<file path="config.mk">
export PLATFORM = sky130hd
export DESIGN_NAME = dff_scan_ctrl_flat
export DESIGN_NICKNAME = d
export VERILOG_FILES = /design/src/rtl/dff_scan_pkg.sv /design/src/rtl/dff_scan_ctrl_if.sv /design/src/rtl/dff_scan_ctrl.sv /design/src/flat_wrapper.sv
export SDC_FILE = /design/constraint.sdc
export NUM_CORES = 1
export LEC_CHECK = 0
export CAP_MARGIN = 20
export CELL_PAD_IN_SITES_DETAIL_PLACEMENT = 1
export CELL_PAD_IN_SITES_GLOBAL_PLACEMENT = 1
export CORE_ASPECT_RATIO = 0.7
export CORE_MARGIN = 2
export CORE_UTILIZATION = 32
export DETAILED_ROUTE_END_ITERATION = 7
export GPL_ROUTABILITY_DRIVEN = 1
export GPL_TIMING_DRIVEN = 0
export PLACE_DENSITY = 0.71
export SLEW_MARGIN = 20
export SYNTH_ARGS = -nofsm -noshare
export SYNTH_HDL_FRONTEND = slang
export SYNTH_SLANG_ARGS = --single-unit
</file>
<file path="constraint.sdc">
create_clock -name i_clk -period 1.4 [get_ports i_clk]
set_clock_uncertainty 0.05 [all_clocks]
set_input_delay 0.35 -clock i_clk [delete_from_list [all_inputs] [get_ports i_clk]]
set_output_delay 0.35 -clock i_clk [all_outputs]
set_load 0.03 [all_outputs]
</file>
<file path="src/rtl/dff_scan_pkg.sv">
`default_nettype none
// +----------------------------------------------------------------------+
// | dff_scan_pkg                                                         |
// | Shared types and limits for the scan-chain sequencing controller.    |
// | Revision: 1.0                                                        |
// +----------------------------------------------------------------------+
package dff_scan_pkg;

   localparam int MAX_WIDTH = 64;

   typedef enum logic [1:0] {
      IDLE  = 2'd0,
      SHIFT = 2'd1,
      DONE  = 2'd2
   } scan_state_t;

endpackage
`default_nettype wire

</file>
<file path="src/rtl/dff_scan_ctrl_if.sv">
`default_nettype none
// +----------------------------------------------------------------------+
// | dff_scan_ctrl_if                                                     |
// | Load and capture valid/ready handshakes between master and control.  |
// | Revision: 1.0                                                        |
// +----------------------------------------------------------------------+
interface dff_scan_ctrl_if
   import dff_scan_pkg::*;
#(
   parameter int WIDTH = 8
);
   logic             i_load_valid;
   logic             o_load_ready;
   logic [WIDTH-1:0] i_load_data;
   logic             o_cap_valid;
   logic             i_cap_ready;
   logic [WIDTH-1:0] o_cap_data;

   modport master (
      output i_load_valid,
      input  o_load_ready,
      output i_load_data,
      input  o_cap_valid,
      output i_cap_ready,
      input  o_cap_data
   );

   modport slave (
      input  i_load_valid,
      output o_load_ready,
      input  i_load_data,
      output o_cap_valid,
      input  i_cap_ready,
      output o_cap_data
   );
endinterface
`default_nettype wire

</file>
<file path="src/rtl/dff_scan_ctrl.sv">
`default_nettype none
// +----------------------------------------------------------------------+
// | dff_scan_ctrl                                                        |
// | Shifts a parallel word into a flop chain LSB-first and captures the  |
// | word falling out of the tail for parallel readback.                  |
// | Revision: 1.0                                                        |
// +----------------------------------------------------------------------+
module dff_scan_ctrl
   import dff_scan_pkg::*;
#(
   parameter int WIDTH = 8
) (
   input  logic          i_clk,
   input  logic          i_rst,
   dff_scan_ctrl_if.slave bus,
   output logic          o_D,
   output logic          o_shift_en,
   input  logic          i_Q
);
   localparam int               c_cnt_w = $clog2(WIDTH);
   localparam logic [c_cnt_w-1:0] c_last = c_cnt_w'(WIDTH - 1);

   scan_state_t        r_state;
   logic [c_cnt_w-1:0] r_cnt;
   logic [WIDTH-1:0]   r_load_sr;
   logic [WIDTH-1:0]   r_cap_sr;
   logic               r_load_ready;
   logic               r_cap_valid;
   logic               r_shift_en;
   logic               r_d;

   always_ff @(posedge i_clk) begin
      if (i_rst) begin
         r_state      <= IDLE;
         r_cnt        <= '0;
         r_load_sr    <= '0;
         r_cap_sr     <= '0;
         r_load_ready <= 1'b1;
         r_cap_valid  <= 1'b0;
         r_shift_en   <= 1'b0;
         r_d          <= 1'b0;
      end else begin
         case (r_state)
            IDLE: begin
               if (bus.i_load_valid) begin
                  r_state      <= SHIFT;
                  r_load_sr    <= bus.i_load_data;
                  r_cnt        <= '0;
                  r_load_ready <= 1'b0;
                  r_shift_en   <= 1'b1;
                  r_d          <= bus.i_load_data[0];
               end
            end
            SHIFT: begin
               // Tail is sampled before this same edge advances the chain.
               r_load_sr <= r_load_sr >> 1;
               r_cap_sr  <= {i_Q, r_cap_sr[WIDTH-1:1]};
               if (r_cnt == c_last) begin
                  r_state     <= DONE;
                  r_shift_en  <= 1'b0;
                  r_d         <= 1'b0;
                  r_cap_valid <= 1'b1;
               end else begin
                  r_cnt <= r_cnt + 1'b1;
                  r_d   <= r_load_sr[1];
               end
            end
            DONE: begin
               if (bus.i_cap_ready) begin
                  r_state      <= IDLE;
                  r_cap_valid  <= 1'b0;
                  r_load_ready <= 1'b1;
               end
            end
            default: begin
               r_state <= IDLE;
            end
         endcase
      end
   end

   assign bus.o_load_ready = r_load_ready;
   assign bus.o_cap_valid  = r_cap_valid;
   assign bus.o_cap_data   = r_cap_sr;
   assign o_D              = r_d;
   assign o_shift_en       = r_shift_en;
endmodule
`default_nettype wire

</file>
<file path="src/flat_wrapper.sv">
// flat-port wrapper written by rule: the top's interface ports become plain ports
module dff_scan_ctrl_flat import dff_scan_pkg::*;
#(
   parameter int WIDTH = 8
)
  (i_clk, i_rst, o_D, o_shift_en, i_Q, bus_i_load_valid, bus_o_load_ready, bus_i_load_data, bus_o_cap_valid, bus_i_cap_ready, bus_o_cap_data);
  dff_scan_ctrl_if #(.WIDTH(WIDTH)) bus_i ();
  input  logic i_clk;
  input  logic i_rst;
  output logic o_D;
  output logic o_shift_en;
  input  logic i_Q;
  input wire logic [$bits(bus_i.i_load_valid)-1:0] bus_i_load_valid;
  output wire logic [$bits(bus_i.o_load_ready)-1:0] bus_o_load_ready;
  input wire logic [$bits(bus_i.i_load_data)-1:0] bus_i_load_data;
  output wire logic [$bits(bus_i.o_cap_valid)-1:0] bus_o_cap_valid;
  input wire logic [$bits(bus_i.i_cap_ready)-1:0] bus_i_cap_ready;
  output wire logic [$bits(bus_i.o_cap_data)-1:0] bus_o_cap_data;
  assign bus_i.i_load_valid = bus_i_load_valid;
  assign bus_o_load_ready = bus_i.o_load_ready;
  assign bus_i.i_load_data = bus_i_load_data;
  assign bus_o_cap_valid = bus_i.o_cap_valid;
  assign bus_i.i_cap_ready = bus_i_cap_ready;
  assign bus_o_cap_data = bus_i.o_cap_data;
  dff_scan_ctrl #(.WIDTH(WIDTH)) u_core (.i_clk(i_clk), .i_rst(i_rst), .bus(bus_i), .o_D(o_D), .o_shift_en(o_shift_en), .i_Q(i_Q));
endmodule
</file>
=== Word-level counts from Yosys, hierarchy flattened ===
Cells that the tools add are included.
Widths: inputs -> output; s select.

* Register bits after elaboration: 25
* Latch bits: 0
* Bits in writable memories: 0
* Bits in read-only memories: 0
* Input port bits: 13
* Output and inout bits: 12
* Memories kept: 0

* Add/sub/neg operators: 1
* Multiply operators: 0
* Div/mod/pow operators: 0
* Magnitude comparators: 0
* Equal/unequal tests: 7
* Shifts and indexed selects: 0
* Muxes and demuxes: 21
* Bitwise operators: 0
* Reduce and logical (&&, ||, !) cells: 10

{| class="wikitable"
|+ Operator list
! operator !! count
|-
| $pmux 8 s2 || 1
|-
| $reduce_and 3->1 || 5
|-
| $mux 1 || 8
|-
| $mux 8 || 1
|-
| $pmux 1 s2 || 4
|-
| $mux 2 || 3
|-
| $mux 3 || 2
|-
| $ne 2x2->1 const B || 3
|-
| $pmux 2 s3 || 1
|-
| $pmux 3 s2 || 1
|-
| $reduce_bool 2->1 || 3
|-
| $add 3x1->3 const B || 1
|-
| $eq 3x3->1 const B || 1
|-
| $eq 2x1->1 const B || 1
|-
| $eq 2x2->1 const B || 1
|-
| $logic_not 2->1 || 1
|-
| $ne 2x1->1 const B || 1
|-
| $reduce_and 2->1 || 1
|}

=== Depth between registers and ports, before layout ===
* Depth in word-level cells: 3
* Mapped depth: 5

=== Worst setup path after synthesis ===
OpenSTA, ideal clock, no wires.

* Path type: reg-to-reg
* From: register u_core.r_cnt[0]
* To: register u_core.r_d (netlist: u_core.o_D)
* Library setup time: 0.122 ns
* Arrival: 1.148 ns
* Slack: 0.080 ns
* Cell stages (with the launch flop): 6
* Path buffers: 0
* Path through: dfxtp_1 > ha_1 > ha_1 > and3b_1 > a211oi_1 > nor3_1

* Word-level cells in the longest chain between the ends: 3

{| class="wikitable"
|+ Ends and longest elaborated chain
! item !! RTL line !! text
|-
| from (decl) || dff_scan_ctrl.sv:24 || <nowiki>logic [c_cnt_w-1:0] r_cnt;</nowiki>
|-
| from (signal assigned) || dff_scan_ctrl.sv:64 || <nowiki>r_cnt <= r_cnt + 1'b1;</nowiki>
|-
| $eq 3x3->1 || dff_scan_ctrl.sv:58 || <nowiki>if (r_cnt == c_last) begin</nowiki>
|-
| $mux 1 || dff_scan_ctrl.sv:58 ||
|-
| $pmux 1 s2 || dff_scan_ctrl.sv:43 || <nowiki>case (r_state)</nowiki>
|-
| to (signal assigned) || dff_scan_ctrl.sv:51 || <nowiki>r_d <= bus.i_load_data[0];</nowiki>
|-
| to (signal assigned) || dff_scan_ctrl.sv:65 || <nowiki>r_d <= r_load_sr[1];</nowiki>
|-
| to (decl) || dff_scan_ctrl.sv:30 || <nowiki>logic r_d;</nowiki>
|}

No other way between the ends.
A chain may end at the register's enable or synchronous reset.

=== Final worst setup path ===
* From: register u_core.r_cnt[0]
* To: register u_core.r_cnt[2]

* Word-level cells in the longest chain between the ends: 3
* Elaborated cells on any way between the ends: 6

{| class="wikitable"
|+ Ends and longest elaborated chain
! item !! RTL line
|-
| $add 3x1->3 / $eq 3x3->1 (equally long branches) || dff_scan_ctrl.sv:64, dff_scan_ctrl.sv:58
|-
| $mux 3 / $ne 2x2->1 (equally long branches) || n/a
|-
| $pmux 3 s2 / $reduce_and 3->1 (equally long branches) || n/a
|}

Parallel ways exist; a longest one is shown, timed or not. The select of a mux whose other input is x is not followed.

==> run_results.csv <==
group,metric,value,unit
setup_path,critPathRequiredTime,1.50,ns
die,dieWidth,72.6,um
clock_tree,cts-hold-fix-buffers,0,
logic_synthesis,ys.flop_type,"dfxtp_1",
sta,hold_violations,0,
global_routing,grt_overflow_total,0,
logic_synthesis,netlist_area,1050,um2
logic_synthesis,synthCells,119,
logic_synthesis,synth.area.mux_share,6.65,%
power_and_ir_drop,irDropWorstVdd,473,uV
logic_synthesis,synth_fa_ha_area_share,3.56,%
detailed_routing,wl_met1,1.21,mm
setup_path,worst_path_most_repeated_cell,"ha_4",
clock_tree,cts_tree,"yes",
detailed_routing,wl_per_cell,14.3,um
logic_synthesis,ys_types,27,
setup_path,regToRegSetupSlack,0.05,ns
setup_path,crit_path_max_fanout,5,
global_routing,grt_max_degree,13,
hold_path,hp-class,"register to register",
logic_synthesis,yosys-top-cells-count,"dfxtp_1 (24), nand2_1 (19), a21oi_1 (16), nor2_1 (12)",
logic_synthesis,synth_top_family_by_area,"compound AO/OA/AOI/OAI gates",
job,maxCapViolCount,0,
final_layout,fill_cells,370,
sta,setup_ws,0.0476,ns
detailed_routing,ant_nets,0,
logic_synthesis,yosysMostFrequentCell,"dfxtp_1",
global_routing,antenna_found_initial,0,
place,place_ws,-0.373,ns
clock_tree,cts_buffer_depth,2,
final_layout,n_antenna_cell,0,
clock_tree,clockRootBuffer,"clkbuf_8",
detailed_routing,remaining_drc_errors,0,
power_and_ir_drop,power_density,949,nW/um2
setup_path,cpMaxStageDelayCell,"dfxtp_4",
setup_path,path_class,"register to register",
setup_path,cp.arrival,1.45,ns
logic_synthesis,async_flop_share,0,%
logic_synthesis,synth_top_area_share,45.6,%
sta,worstMarginPinSlew,0.360,ns
die,num_io_pins,25,
final_layout,postLayoutCoreUtil,45.5,%
power_and_ir_drop,power.total,1.36,mW
final_layout,syn2layout_area_growth,35.9,%
global_routing,grt_pass1_vias,948,
detailed_routing,via_per_inst,5.10,
detailed_routing,wl_met2,1.28,mm
place,gp_congestion,0.687,
clock_tree,clock-sinks,24,
sta,maxSlewViolCount,0,
detailed_routing,dr_wl_met3,127,um
power_and_ir_drop,leakage,0.537,nW
setup_path,cp-start-kind,"register",
place,dp_hpwl,2.01,mm
die,rows,17,
logic_synthesis,synth_area_leaders,"dfxtp_1 (46%), a21oi_1 (7.6%), nand2_1 (6.8%), mux2i_1 (6.7%), a211oi_1 (5.0%)",
die,dieHeight,52.0,um
sta,fin_crit_sh,96.6,%
logic_synthesis,syn_nets,135,
final_layout,final_area,1430,um2
die,die_area,3770,um2
die,initial_core_util,33.5,%
sta,fmax,739,MHz
setup_path,worstRegToRegCells,5,
detailed_routing,highest_layer,"met3",
final_layout,drive_gt1_share,20.5,%
global_routing,grt_pass1_wl,4.64,mm
logic_synthesis,ys_seq_elements,24,
detailed_routing,routed_wl,2.62,mm
clock_tree,cts_max_level,1,
setup_path,cpPeakStageDelay,0.37,ns
logic_synthesis,synth.avg_cell_area,8.85,um2
sta,layout_min_cycle_time,1.35,ns
sta,relSlewSlack,76.0,%
die,core-area,3150,um2
logic_synthesis,synth_area_leader_cell,"dfxtp_1",
sta,final-setup-viol-count,0,
place,placed_area,1340,um2
logic_synthesis,synth-compound-area-share,19.0,%
clock_tree,clk_pin_slew,0.08,ns
outcome,status,"finished, final reports clean",
detailed_routing,firstDrtPassIters,4,
final_layout,nets,164,
logic_synthesis,synth_edf_count,0,
global_routing,grt.total_usage,15.9,%
logic_synthesis,ys_seq_area_share,45.6,%
sta,rsz0062_at_grt,"no",
logic_synthesis,ys_warn_count,0,
hold_path,hold_depth,2,
clock_tree,insertion_delay,0.26,ns
logic_synthesis,synth_xor_area_share,0,%
detailed_routing,drtIter0Drc,19,
logic_synthesis,synthSimpleGateAreaFrac,18.8,%
detailed_routing,num_vias,938,
setup_path,crit_chain,"ha_4 > ha_4 > and2_1 > a32oi_1 > a21oi_1",
place,portBuffers,24,
clock_tree,cts_buffers,3,
setup_path,end_kind,"register",
==> repair_timing <==
action | CTS | global route
setup buffers | 0 | 0
setup endpoints to repair | 23 | 23
pin swaps | 0 | 0
gates resized for setup | 41 | 10
==> per-stage QoR <==
step | hold WS [ns] | std cells | setup TNS [ns]
after floorplan | 0.373 | 119 | 0
after global placement | 0.393 | 181 | -5.91
after detailed placement | 0.417 | 181 | -6.53
after CTS | 0.429 | 184 | 0
after global routing | 0.446 | 184 | 0
final | 0.419 | 184 | 0
==> registers in the layout, summed over array words and instances (netlist names) <==
name / flops
u_core.bus.o_cap_data: 8
u_core.r_load_sr: 7
u_core.r_cnt: 3
u_core.r_state: 2
u_core.bus.o_cap_valid: 1
u_core.bus.o_load_ready: 1
u_core.o_D: 1
u_core.o_shift_en: 1
==> logic make-up (layout without fill, tap and decap cells) <==
logic type / Yosys count / in the layout
buffers and inverters: 10 / 37
adders and majority gates: 3 / 3
DFF: 24 / 24
AOI/OAI and AO/OA: 32 / 32
muxes: 7 / 7
and+or+nand+nor: 43 / 43
==> worst max-delay path, delay by kind of cell (launching register included) <==
family / cells / cell delay, ns
and+or+nand+nor: 1 / 0.20
DFF: 1 / 0.37
AOI/OAI and AO/OA: 2 / 0.27
adders and majority gates: 2 / 0.34
==> worst paths after layout <==
check	end	from
worst max-delay path	u_core.r_cnt[2]	u_core.r_cnt[0]
worst min-delay path	u_core.bus.o_cap_data[0]	u_core.bus.o_cap_data[0]
worst max register to register	u_core.r_cnt[2]	u_core.r_cnt[0]
worst min register to register	u_core.bus.o_cap_data[0]	u_core.bus.o_cap_data[0]
==> power breakdown <==
part / switching [mW] / leakage (nW) / internal, mW / total [mW]
logic: 0.112 / 0.317 / 0.106 / 0.219
registers: 0.0237 / 0.198 / 0.715 / 0.739
clock network: 0.208 / 0.0216 / 0.192 / 0.400
==> metal layers <==
| metal | vias up | GRT usage [%] |
|---|---|---|
| met4 | 0 | 1.85 |
| met2 | 18 | 27.7 |
| li1 | 467 | - |
| met5 | - | 0 |
| met1 | 453 | 20.2 |
| met3 | 0 | 4.65 |
==> layout by cell type, fill, tap and decap left out, drive strengths merged, types with 3 or more instances in the layout <==
master / netlist / final
ha: 3 / 3
a21oi: 16 / 16
nand2: 19 / 19
clkbuf: 4 / 9
clkdlybuf4s50: 0 / 11
nor2: 12 / 12
a211oi: 7 / 7
buf: 4 / 4
dfxtp: 24 / 24
mux2i: 7 / 7
nand2b: 4 / 4
clkdlybuf4s15: 0 / 10
==> cell type report <==
cell class / count / area [um2] / share of cell area [%]
well taps: 38 / 47.5 / 3.32
multi-input cells: 85 / 546 / 38.1
flip-flops and latches: 24 / 485 / 33.9
clock buffers: 3 / 41.3 / 2.88
plain buffers: 8 / 62.6 / 4.37
inverters: 2 / 7.51 / 0.524
repair buffers: 24 / 241 / 16.9
Power figures use the tool's default switching activity.
==> patch 1: new RTL, same flow settings <==
`WIDTH` is set to 8 in 3 places; all go to 4.
--- a/src/rtl/dff_scan_ctrl_if.sv
+++ b/src/rtl/dff_scan_ctrl_if.sv
@@ -9,3 +9,3 @@
 #(
-   parameter int WIDTH = 8
+   parameter int WIDTH = 4
 );
--- a/src/rtl/dff_scan_ctrl.sv
+++ b/src/rtl/dff_scan_ctrl.sv
@@ -10,3 +10,3 @@
 #(
-   parameter int WIDTH = 8
+   parameter int WIDTH = 4
 ) (
--- a/src/flat_wrapper.sv
+++ b/src/flat_wrapper.sv
@@ -3,3 +3,3 @@
 #(
-   parameter int WIDTH = 8
+   parameter int WIDTH = 4
 )
Interface: changed (resized bus_i_load_data and bus_o_cap_data); port bits go from 25 to 17. The function was not compared with the original's and may differ.
==> patch 1 against the original RTL <==
Combinational power fell by 33%. Design area is 40% lower. Sequential cell count down 9. Utilization shrank 0.68 points. Non-clock buffer count decreased by 12. Worst setup slack gained 0.021 ns. Power is 36% lower. Area after synthesis is 36% lower. Via count shrank 38%. Synthesized cell count shrank 39%. Global-route usage shrank 0.53 points. Routed wire length fell by 40%. Critical path type is now reg -> out. Highest routed layer is now met4.
==> patch 1: results (changes against the original RTL) <==
Post-DP Area=860 µm² (-36%); vias after detailed routing=586 (-38%); number of library cell types mapped by synthesis=24 (-11%); post-synthesis cell count=73 (-39%); GPL Wtd Cong=0.755 (+9.9%); async set or reset register ratio after synthesis=0% (unchanged); Critical Path Max Stage Delay=0.35 ns (-0.02 ns); worst reg2reg startpoint=u_core.r_cnt[0]$_SDFFE_PP0P_; clock latency on the worst-skew pair=0.29 ns (+0.03 ns); CP startpoint=u_core.bus.o_cap_data[0]$_SDFFE_PP0N_; Max-slew headroom=78.3% (+2.3 points); Hold Crit Start=u_core.bus.o_cap_valid$_SDFFE_PP0P_; Synth Flop Type=dfxtp_1; routed len/inst=13.7 µm (-3.6%); Worst EP arrival=0.93 ns (-0.52 ns); PortBufs=16 (-33%); first-pass GRT wire length=2830 µm (-39%); Worst R2R Path Depth=4 (-1); Static Leak=0.364 nW (-32%); layout cells sized above 1=17.2% (-3.3 points); top cells by area, synth=dfxtp_1 45%, mux2i_1 8.9%, nor2_1 5.6%, a21oi_1 3.7%, ha_1 3.7%; status=completed; worst-path maximum fanout=2 (-3); iteration count of the initial detailed-routing pass=4 (unchanged); initial DRC count=8 (-11); Worst IR Drop VDD=455 µV (-3.8%); fin nets=105 (-36%); CTS H-tree depth=1 (unchanged); dpl ws=-0.248 ns (+0.125 ns); Synth top cells by count=15 x dfxtp_1, 10 x nor2_1, 6 x mux2i_1; Synth Warn #=0 (unchanged); Largest register FFs=4 (-4); hold path cells=2 (unchanged); post-synthesis sequential area ratio=44.7% (-0.91 points); Slowest-stage cell, CP=dfxtp_1; largest net degree at the start of global routing=11 (-2); GRT Total Usage=15.4% (-0.53 points); FILL cells=238 (-36%); WL final=1580 µm (-40%); antenna cells=0 (unchanged); root cell of the clock tree=clkbuf_4; hpwl dp=1180 µm (-42%); initial antenna violation count=0 (unchanged); Syn Nets=84 (-38%)
-- patch 1: cell count changes after synthesis, sizes merged, moves of 2 or more --
cell and change:
nor2 -2, dfxtp -9, clkbuf -3, nand3 +2, nor3 -2, a21oi -11
a31oi +2, nand2 -15, a211oi -4
-- patch 1: cell families after synthesis --
family	synth area share, %
AO/OA/AOI/OAI	19.4
adder cells (fa/ha/maj)	3.72
buffers and inverters	5.77
flip-flops	44.7
multiplexers	8.94
AND/OR/NAND/NOR	17.5
-- patch 1: layer usage --
metal | share of wire (%) | wire [µm] | global-route usage, %
met1 | 52 | 823 | 21.0
met5 | 0 | 0 | 0
met2 | 43 | 681 | 22.2
met3 | 4.4 | 69 | 6.48
met4 | 0.51 | 8 | 4.09
-- patch 1: worst paths after layout --
| kind | end | slack (ns) |
|---|---|---|
| max reg2reg | u_core.r_cnt[0]$_SDFFE_PP0P_ | 0.15 |
| min | u_core.bus.o_cap_valid$_SDFFE_PP0P_ | 0.43 |
| max | bus_o_cap_data[0] | 0.07 |
| min reg2reg | u_core.bus.o_cap_valid$_SDFFE_PP0P_ | 0.43 |
-- patch 1: report_power, final --
group | total (mW) | internal, mW | leakage (nW) | switching (mW)
registers | 0.469 | 0.450 | 0.123 | 0.0188
logic | 0.146 | 0.0682 | 0.226 | 0.0782
clock network | 0.252 | 0.111 | 0.0150 | 0.142
-- patch 1: repair_timing --
item | 4_1_cts | 5_1_grt
setup buffers | 0 | 0
gates resized for setup | 24 | 14
setup endpoints to repair | 8 | 15
-- patch 1: cell type report --
class,instances,area (µm²),area share (%)
multi-input combinational,51,333,38.7
sequential,15,300,34.9
timing repair buffer,16,133,15.4
buffer,4,28.8,3.35
tap,22,27.5,3.20
clock buffer,4,26.3,3.06
inverter,3,11.3,1.31
==> patch 2: new RTL, same settings <==
Made on the original files. The 3 states of `scan_state_t` get a one-hot encoding in 3 bits.
--- a/src/rtl/dff_scan_pkg.sv
+++ b/src/rtl/dff_scan_pkg.sv
@@ -10,6 +10,6 @@
 
-   typedef enum logic [1:0] {
-      IDLE  = 2'd0,
-      SHIFT = 2'd1,
-      DONE  = 2'd2
+   typedef enum logic [2:0] {
+      IDLE  = 3'b001,
+      SHIFT = 3'b010,
+      DONE  = 3'b100
    } scan_state_t;
Formal check against the unedited RTL: same outputs for any inputs over 10 cycles, from zero or initial values and one cycle with i_rst high; not proved beyond that.
==> patch 2 against the original RTL <==
The flow now finishes with violations (setup timing). Cell count rose by 17%. Global-route usage fell by 0.84 points. Clock power rose by 7.5%. Routed wire length rose by 18%. First-iteration DRC count rose by 53%. Design area rose by 21%. Area after synthesis rose by 12%. Non-clock buffer count rose by 15. Sequential cell count rose by 1. Critical path depth did not move. Worst setup slack got worse by 0.15 ns. Power rose by 8.7%. Sequential power rose by 3.9%. Highest routed layer unchanged.
==> patch 2: results (changes against the original RTL) <==
status=finished, violations left; failing checks=setup timing; Syn Nets=142 (+5.2%); number of library cell types mapped by synthesis=30 (+11%); Compound-Gate Fraction of Synth Area=14.1% (-4.9 points); worst hold endpoint=u_core.r_load_sr[7]$_SDFFE_PP0P_; Worst IR Drop VDD=726 µV (+54%); setup ws final=-0.0995 ns (-0.147 ns); hpwl dp=2130 µm (+5.9%); FILL cells=407 (+10%); vias after detailed routing=1053 (+12%); Worst EP arrival=1.66 ns (+0.21 ns); Post-Synth Adder-Cell Area=3.19% (-0.37 points); final setup fails=6 (+6); GPL Wtd Cong=0.699 (+1.8%); Hold Path Class=in -> reg; GRT Total Usage=15.1% (-0.84 points); layout cells sized above 1=39.8% (+19 points); DP Cell Count=199 (+9.9%); multiplexer share of the synthesized area=0.958% (-5.7 points); R2R Path End=u_core.r_cnt[0]$_SDFFE_PP0P_; Fin Setup TNS=-0.327 ns (-0.327 ns); Critical Path Max Stage Delay=0.34 ns (-0.03 ns); post-synthesis sequential area ratio=42.6% (-3.0 points); top cells by area, synth=dfxtp_1 43%, nor4_2 6.4%, a21oi_1 6.0%, nand2_1 5.1%, nor2_1 4.5%; vias per inst=4.88 (-4.4%); fin nets=183 (+12%); worst-path maximum fanout=4 (-1); WL final=3100 µm (+18%); WHS=0.362 ns (-0.0576 ns); Synth top cells by count=25 x dfxtp_1, 16 x nand2_1, 14 x a21oi_1, 14 x nor2_1, 9 x nor3_1; Post-DP Area=1480 µm² (+11%)
patch 2: cell count changes after synthesis, sizes merged, moves of 3 or more:
| cell | delta |
|---|---|
| a211oi | -5 |
| buf | +5 |
| nor3b | +4 |
| nor3 | +7 |
| a22o | +3 |
| nand2 | -3 |
| nor4 | +6 |
| mux2i | -7 |
patch 2: area by class of cell:
| type | count | area, µm² | share of cell area, % |
|---|---|---|---|
| multi-input combinational | 87 | 677 | 38.9 |
| sequential | 25 | 509 | 29.3 |
| timing repair buffer | 36 | 329 | 18.9 |
| buffer | 11 | 104 | 5.98 |
| tap | 50 | 62.6 | 3.60 |
| clock buffer | 4 | 45.0 | 2.59 |
| inverter | 3 | 11.3 | 0.648 |
patch 2: metal layers:
| metal | track usage (%) | share of wire, % |
|---|---|---|
| met1 | 17.6 | 46 |
| met2 | 28.6 | 51 |
| met3 | 4.46 | 3.6 |
| met4 | 2.73 | 0 |
| met5 | 0 | 0 |
patch 2: power breakdown:
group	total [mW]	switching [mW]	internal, mW
Clock	0.430	0.227	0.204
Combinational	0.278	0.137	0.140
Sequential	0.768	0.0240	0.744
patch 2: cells by family after synthesis:
logic type / count (synthesis)
flip-flops: 25
AND/OR/NAND/NOR: 59
AO/OA/AOI/OAI: 24
multiplexers: 1
buffers and inverters: 14
adder cells (fa/ha/maj): 3
patch 2: what timing repair did:
item | in CTS | in global routing
pin swaps | 4 | 6
buffers inserted | 5 | 6
hold buffers | 0 | 0
setup endpoints to repair | 31 | 27
cloned | 0 | 2
resized for setup | 39 | 30
